==> config.mk <==
export PLATFORM = sky130hd
export DESIGN_NAME = display_arbiter
export DESIGN_NICKNAME = d
export VERILOG_FILES = /design/src/rtl/disp_pkg.sv /design/src/rtl/display_arbiter_rr_pick.sv /design/src/rtl/display_arbiter.sv
export SDC_FILE = /design/constraint.sdc
export NUM_CORES = 1
export LEC_CHECK = 0
export CAP_MARGIN = 10
export CORE_MARGIN = 2
export CORE_UTILIZATION = 33
export CTS_CLUSTER_SIZE = 20
export DETAILED_ROUTE_END_ITERATION = 8
export GPL_ROUTABILITY_DRIVEN = 1
export PLACE_DENSITY = 0.6
export SETUP_SLACK_MARGIN = 0.02
export SLEW_MARGIN = 20
export SYNTH_ARGS = -nofsm -noshare
export SYNTH_HDL_FRONTEND = slang
export SYNTH_SLANG_ARGS = --single-unit
==> constraint.sdc <==
create_clock -name clk -period 3.8 [get_ports clk]
set_input_delay 0.57 -clock clk [delete_from_list [all_inputs] [get_ports clk]]
set_output_delay 0.57 -clock clk [all_outputs]
set_load 0.02 [all_outputs]
==> src/rtl/disp_pkg.sv <==
// Shared types and constants for the seven-segment display arbiter.
package disp_pkg;

  typedef enum logic {
    IDLE = 1'b0,
    SHOW = 1'b1
  } state_e;

  localparam int DISP_W  = 16;
  localparam int OWNER_W = 3;
  localparam logic [DISP_W-1:0] BLANK_NUM = 16'h0000;

endpackage

==> src/rtl/display_arbiter_rr_pick.sv <==
// Round-robin search: nearest requester after last_i, wrapping mod N_REQ.
module rr_pick
  import disp_pkg::*;
#(
  parameter int N_REQ = 4
) (
  input  logic [N_REQ-1:0]   req_i,
  input  logic [OWNER_W-1:0] last_i,
  output logic               found_o,
  output logic [OWNER_W-1:0] idx_o
);

  logic [2*N_REQ-1:0] dbl_s;
  logic [2*N_REQ-1:0] rot_s;
  int                 off_s;

  // Rotating a doubled copy puts requester (last_i+1) mod N_REQ at bit 0.
  assign dbl_s = {req_i, req_i};
  assign rot_s = dbl_s >> (int'(last_i) + 1);

  // Lowest set bit of the rotated vector is the nearest requester.
  always_comb begin
    off_s   = 0;
    found_o = 1'b0;
    for (int i = N_REQ - 1; i >= 0; i--) begin
      if (rot_s[i]) begin
        off_s   = i;
        found_o = 1'b1;
      end else begin
        off_s   = off_s;
        found_o = found_o;
      end
    end
    idx_o = OWNER_W'((int'(last_i) + 1 + off_s) % N_REQ);
  end

endmodule

==> src/rtl/display_arbiter.sv <==
// Round-robin owner of the shared 4-digit display; holds each granted value for DWELL cycles.
module display_arbiter
  import disp_pkg::*;
#(
  parameter int N_REQ = 4,
  parameter int DWELL = 50_000_000
) (
  input  logic                      clk,
  input  logic                      rst_n,
  input  logic [N_REQ-1:0]          req_i,
  input  logic [DISP_W*N_REQ-1:0]   data_i,
  output logic [N_REQ-1:0]          grant_o,
  output logic [N_REQ-1:0]          done_o,
  output logic [DISP_W-1:0]         disp_num_o,
  output logic                      disp_blank_o,
  output logic [OWNER_W-1:0]        owner_o
);

  localparam int CNT_W = (DWELL > 1) ? $clog2(DWELL) : 1;
  localparam logic [CNT_W-1:0]   CNT_LOAD = CNT_W'(DWELL - 1);
  localparam logic [N_REQ-1:0]   ONE_HOT0 = {{(N_REQ-1){1'b0}}, 1'b1};
  localparam logic [OWNER_W-1:0] OWNER_RST = OWNER_W'(N_REQ - 1);

  state_e               state_q, state_d;
  logic [CNT_W-1:0]     cnt_q, cnt_d;
  logic [N_REQ-1:0]     grant_q, grant_d;
  logic [N_REQ-1:0]     done_q, done_d;
  logic [DISP_W-1:0]    num_q, num_d;
  logic                 blank_q, blank_d;
  logic [OWNER_W-1:0]   owner_q, owner_d;

  logic                 found_s;
  logic [OWNER_W-1:0]   pick_s;
  logic                 own_req_s;
  logic [DISP_W*N_REQ-1:0] data_sh_s;

  rr_pick #(
    .N_REQ (N_REQ)
  ) u_rr_pick (
    .req_i   (req_i),
    .last_i  (owner_q),
    .found_o (found_s),
    .idx_o   (pick_s)
  );

  assign own_req_s = |(req_i & (ONE_HOT0 << owner_q));
  assign data_sh_s = data_i >> (DISP_W * int'(pick_s));

  // Next-state and next-output logic for the IDLE/SHOW machine.
  always_comb begin
    state_d = state_q;
    cnt_d   = cnt_q;
    grant_d = grant_q;
    done_d  = {N_REQ{1'b0}};
    num_d   = num_q;
    blank_d = blank_q;
    owner_d = owner_q;
    case (state_q)
      IDLE: begin
        if (found_s) begin
          state_d = SHOW;
          grant_d = ONE_HOT0 << pick_s;
          num_d   = data_sh_s[DISP_W-1:0];
          owner_d = pick_s;
          blank_d = 1'b0;
          cnt_d   = CNT_LOAD;
        end else begin
          grant_d = {N_REQ{1'b0}};
          blank_d = 1'b1;
        end
      end
      SHOW: begin
        // Release wins over expiry: a dropped request never earns done.
        if (!own_req_s) begin
          state_d = IDLE;
          grant_d = {N_REQ{1'b0}};
          blank_d = 1'b1;
        end else if (cnt_q == {CNT_W{1'b0}}) begin
          state_d = IDLE;
          grant_d = {N_REQ{1'b0}};
          blank_d = 1'b1;
          done_d  = ONE_HOT0 << owner_q;
        end else begin
          cnt_d = cnt_q - {{(CNT_W-1){1'b0}}, 1'b1};
        end
      end
      default: begin
        state_d = IDLE;
        grant_d = {N_REQ{1'b0}};
        blank_d = 1'b1;
      end
    endcase
  end

  // State, counter and registered outputs.
  always_ff @(posedge clk or negedge rst_n) begin
    if (!rst_n) begin
      state_q <= IDLE;
      cnt_q   <= {CNT_W{1'b0}};
      grant_q <= {N_REQ{1'b0}};
      done_q  <= {N_REQ{1'b0}};
      num_q   <= BLANK_NUM;
      blank_q <= 1'b1;
      owner_q <= OWNER_RST;
    end else begin
      state_q <= state_d;
      cnt_q   <= cnt_d;
      grant_q <= grant_d;
      done_q  <= done_d;
      num_q   <= num_d;
      blank_q <= blank_d;
      owner_q <= owner_d;
    end
  end

  assign grant_o      = grant_q;
  assign done_o       = done_q;
  assign disp_num_o   = num_q;
  assign disp_blank_o = blank_q;
  assign owner_o      = owner_q;

endmodule

==> impl.org <==
** Global routing
- For this run, the total global-route usage over all layers was measured as between 15 and 20%.
- Wire length of the first global-routing pass :: 12800 microns
- Largest net degree at the start of global routing :: 38
- Initial antenna violation count :: 0
- Number of global-route vias before repair :: between 2000 and 3000
- Remaining global-route overflow :: 0

** Timing
- FMAX :: between 0.3 and 0.4 GHz
- Slew HR :: ~52%
- Summed over all failing endpoints, the final setup total negative slack is 0 ns.
- Final Hold Viols :: 0
- Hold is met by roughly 0.28 ns.
- Setup repair after global routing missed its margin :: no
- Final period utilization :: approximately 78%
- For the pin with the worst max-slew slack, the measured transition is slightly above 0.7 ns.
- Final critical-path required period :: 2.96 ns
- The number of pins with negative max-slew slack in the final report came to 0.
- Setup violations remaining at the end of the flow were counted as 0.
- Largest clock skew in the final design :: ~0.0035 ns

** Finish
- After routing the design area is about 4300 sq um.
- The number of antenna diodes in the final layout is 0.
- Cells with a size suffix above 1 make up 11.4% of the layout.
- Count of filler cells inserted in the layout :: 860
- Summing all flip-flop and latch instances after layout gives between 1000 and 1500 sq um.
- The multi-input combinational cells in the finished layout cover a total of approximately 1600 sq um.
- The net count of the finished layout is roughly 500.
- From synthesis to final layout, the design area changed by 38.9%.
- Final Util :: between 40% and 50%

** Placed design
- Post-detailed-placement half-perimeter wirelength :: slightly below 6000 microns
- Placed standard-cell area :: between 4000 and 5000 sq um
- PortBufs :: between 90 and 100
- Routability-driven placement finished with a final weighted congestion of 0.792.

** Pwr
- The analysis attributes to cell leakage a power of about 1.7 nW.
- Power density of the placed cells :: around 800 nW/um^2
- Across the VDD grid, the largest voltage drop is about 0.0010 V.
- Of the total power, the clock network draws about a tenth.
- Net switching is a little over two fifths of the power.
- Tot Pwr :: 3.46 mW
- Cell internal power was estimated by the tool at between 1.5 and 2 mW.
- Per report_power, the sequential group accounts for about a quarter of the total.
- For this design the total switching power over the nets is 1.48 mW.
- Of the total power, combinational logic draws about two thirds.

** Detailed routing
- Via density per instance :: between 5 and 6
- Residual antenna-violating net count after detailed routing :: 0
- After detailed routing, the number of remaining DRC violations is 0.
- First-pass detailed-route iteration total :: 4
- Via count :: approximately 2700
- Post-Route WL :: 8000 microns
- 1st-iter DRT viols :: between 90 and 100
- Dividing the detail-routed wire length by the instance count gives 15.0 microns.

** Yosys
- Each instance of the synthesized netlist takes up on average about 9.4 sq um.
- Part of the Yosys area used for sequential elements :: between 40% and 50%
- In the synthesized netlist the async set-or-reset flop fraction comes to 100%.
- Count of synthesis-stage warnings from yosys :: 0
- The synthesized design contains 0 enable-type register cells.
- Synthesis produced roughly 330 cells.
- After synthesis the netlist holds a flip-flop and latch count of 54.
- Unique cell type count in the Yosys netlist :: 48
- Dominant register cell in the synthesized netlist :: dfrtp_1
- Syn Nets :: ~400
- Summing every instance area after synthesis gives approximately 3100 sq um.

** Critical path
- Among all stages on the critical path, the largest delay is contributed by clkdlybuf4s50_1.
- Endpoint class of the critical path :: flop
- For the worst setup path, the data arrival time is between 3 and 4 ns.
- Library cell appearing most often on the critical path :: a21oi_1
- Series of cell instances along the critical path :: clkdlybuf4s50_1, inv_1, o21ai_0, a21oi_1, nor3_1, a21oi_1, ha_1, xnor2_1, xnor2_2, buf_12, mux2_2, o221ai_1
- Largest fanout of any net on the critical path :: 37
- On the worst path, the slowest cell contributes a delay of slightly below 0.6 ns.
- STA puts the critical path data required time at 4.01 ns.
- The critical path in this run is classified as in2reg.
- Startpoint type of the worst setup path :: input pin

** Worst hold path
- Hold crit path type :: in2async

** Clock network
- In this run, CTS created clock tree buffers numbering 5.
- Maximum level of the CTS H-tree :: 2
- The tree is rooted in a clkbuf_8.
- After clock tree synthesis, the repair step resized 0 gates.
- TritonCTS clock tree :: yes
- Clock transition time at the flip-flop clock pins of the worst setup and hold paths :: approximately 0.10 ns
- Number of setup buffers added after CTS :: 0
- Longest Clk Path Bufs :: 2
- The clock reaches the later pin of the worst-skew pair after approximately 0.31 ns.
- In this run, post-CTS hold repair placed 0 buffers.
- Counting every sink on the clock net gives between 50 and 60.

** Run status
- Run status :: finished clean

** Floorplanning
- The region available for standard cell placement spans between 9000 and 10000 sq um.
- Die Height :: roughly 100 microns
- DIE WIDTH :: just over 100 microns
- DIE AREA :: 10200 sq um
- Cell Rows :: 35
- The initial utilization of the core area, before any placement, comes to around 34%.
- Number of ports placed on the die boundary :: 98

** Job
- Maximum Capacitance Violations :: 0
power by group through the flow:
stage	clock [mW]	combinational [mW]	sequential, mW
after floorplan	0	1.42	0.962
after global placement	0	2.27	0.840
after detailed placement	0	2.31	0.842
after CTS	0.359	2.31	0.834
after global routing	0.378	2.49	0.855
final	0.344	2.28	0.833
registers in the layout, indices dropped and copies added (netlist names):
register,cells
grant_o,4
disp_num_o,16
state_q,1
owner_o,2
disp_blank_o,1
done_o,4
cnt_q,26
cell usage in the layout, fill, tap and decap left out, drive strengths merged, types with 2 or more instances in the layout:
master,n
dfstp,3
ha,6
or3,7
nor3,13
or2,2
xor2,5
mux2i,16
dfrtp,51
mux2,16
or4,4
a22oi,2
a31oi,2
and2,4
o21ai,9
nand3,9
o211ai,2
nor4b,2
clkbuf,6
inv,7
o221ai,16
clkdlybuf4s50,95
nand2,71
nor4,9
nor2,17
a21oi,9
xnor2,12
buf,9
o31ai,3
final cells by class:
| cell class | count | area share [%] |
|---|---|---|
| Clock buffer | 6 | 1.92 |
| Clock inverter | 2 | 0.291 |
| Inverter | 7 | 0.612 |
| Multi-Input combinational cell | 249 | 38.2 |
| Sequential cell | 54 | 31.5 |
| Tap cell | 111 | 3.23 |
| Timing Repair Buffer | 104 | 24.2 |
cell usage after synthesis (2+ instances only):
cell,n,share of area (%)
nand2_1,70,8.5
dfrtp_1,51,41
nor2_1,17,2.1
mux2_2,16,5.8
mux2i_1,16,5.2
o221ai_1,16,4.5
clkbuf_1,14,1.7
nor3_1,13,2.1
xnor2_1,12,3.4
a21oi_1,9,1.5
nand3_1,9,1.5
nor4_1,9,1.8
o21ai_0,9,1.5
inv_1,7,0.85
ha_1,6,2.4
or3_1,5,1.0
xor2_1,5,1.4
and2_1,4,0.81
dfstp_2,3,2.5
o31ai_1,3,0.73
a22oi_1,2,0.49
a31oi_1,2,0.40
o211ai_1,2,0.49
or2_2,2,0.40
or3_2,2,0.49
or4_4,2,0.73
logic make-up (layout without fill, tap and decap cells):
logic type	count (synthesis)	after routing	synth area share, %
AOI/OAI and AO/OA	52	52	12.6
xor gates and xnor gates	17	17	4.81
adders and majority gates	6	6	2.43
buffers and inverters	25	119	3.44
DFF	54	54	43.8
muxes	32	32	11.0
other	1	1	0.121
and+or+nand+nor	141	141	21.8
final timing paths:
path | start | endpoint | slack, ns | cells after the start
max | req_i[1] | disp_num_o[9]$_DFFE_PN0P_ | 0.84 | 12
min | rst_n | cnt_q[12]$_DFFE_PN0P_ | 0.28 | 1
max reg2reg | cnt_q[13]$_DFFE_PN0P_ | cnt_q[13]$_DFFE_PN0P_ | 0.92 | 8
min reg2reg | grant_o[0]$_DFFE_PN0P_ | grant_o[0]$_DFFE_PN0P_ | 0.50 | 2
max in group asynchronous | rst_n | disp_num_o[8]$_DFFE_PN0P_ | 2.73 | 2
min in group clk | grant_o[0]$_DFFE_PN0P_ | grant_o[0]$_DFFE_PN0P_ | 0.50 | 2
critical path: cells and delay by family:
family	cells	cell delay (ns)
buffers and inverters	3	0.94
and+or+nand+nor	1	0.18
AOI/OAI and AO/OA	4	0.49
muxes	1	0.36
adders and majority gates	1	0.19
xor gates and xnor gates	2	0.42
stage by stage:
stage / instances / setup WS (ns)
floorplan: 328 / 0.839
global placement: 525 / 0.585
detailed placement: 525 / 0.528
CTS: 533 / 0.851
global route: 533 / 0.635
finish: 533 / 0.840
per-layer routing:
layer | part of all wire (%) | up-vias | GRT usage [%]
met4 | 1.6 | 0 | 5.80
met3 | 3.3 | 10 | 2.36
met5 | 0 | - | 0
met1 | 46 | 1282 | 21.9
li1 | - | 1355 | -
met2 | 49 | 44 | 25.0
Power figures use the tool's default switching activity.
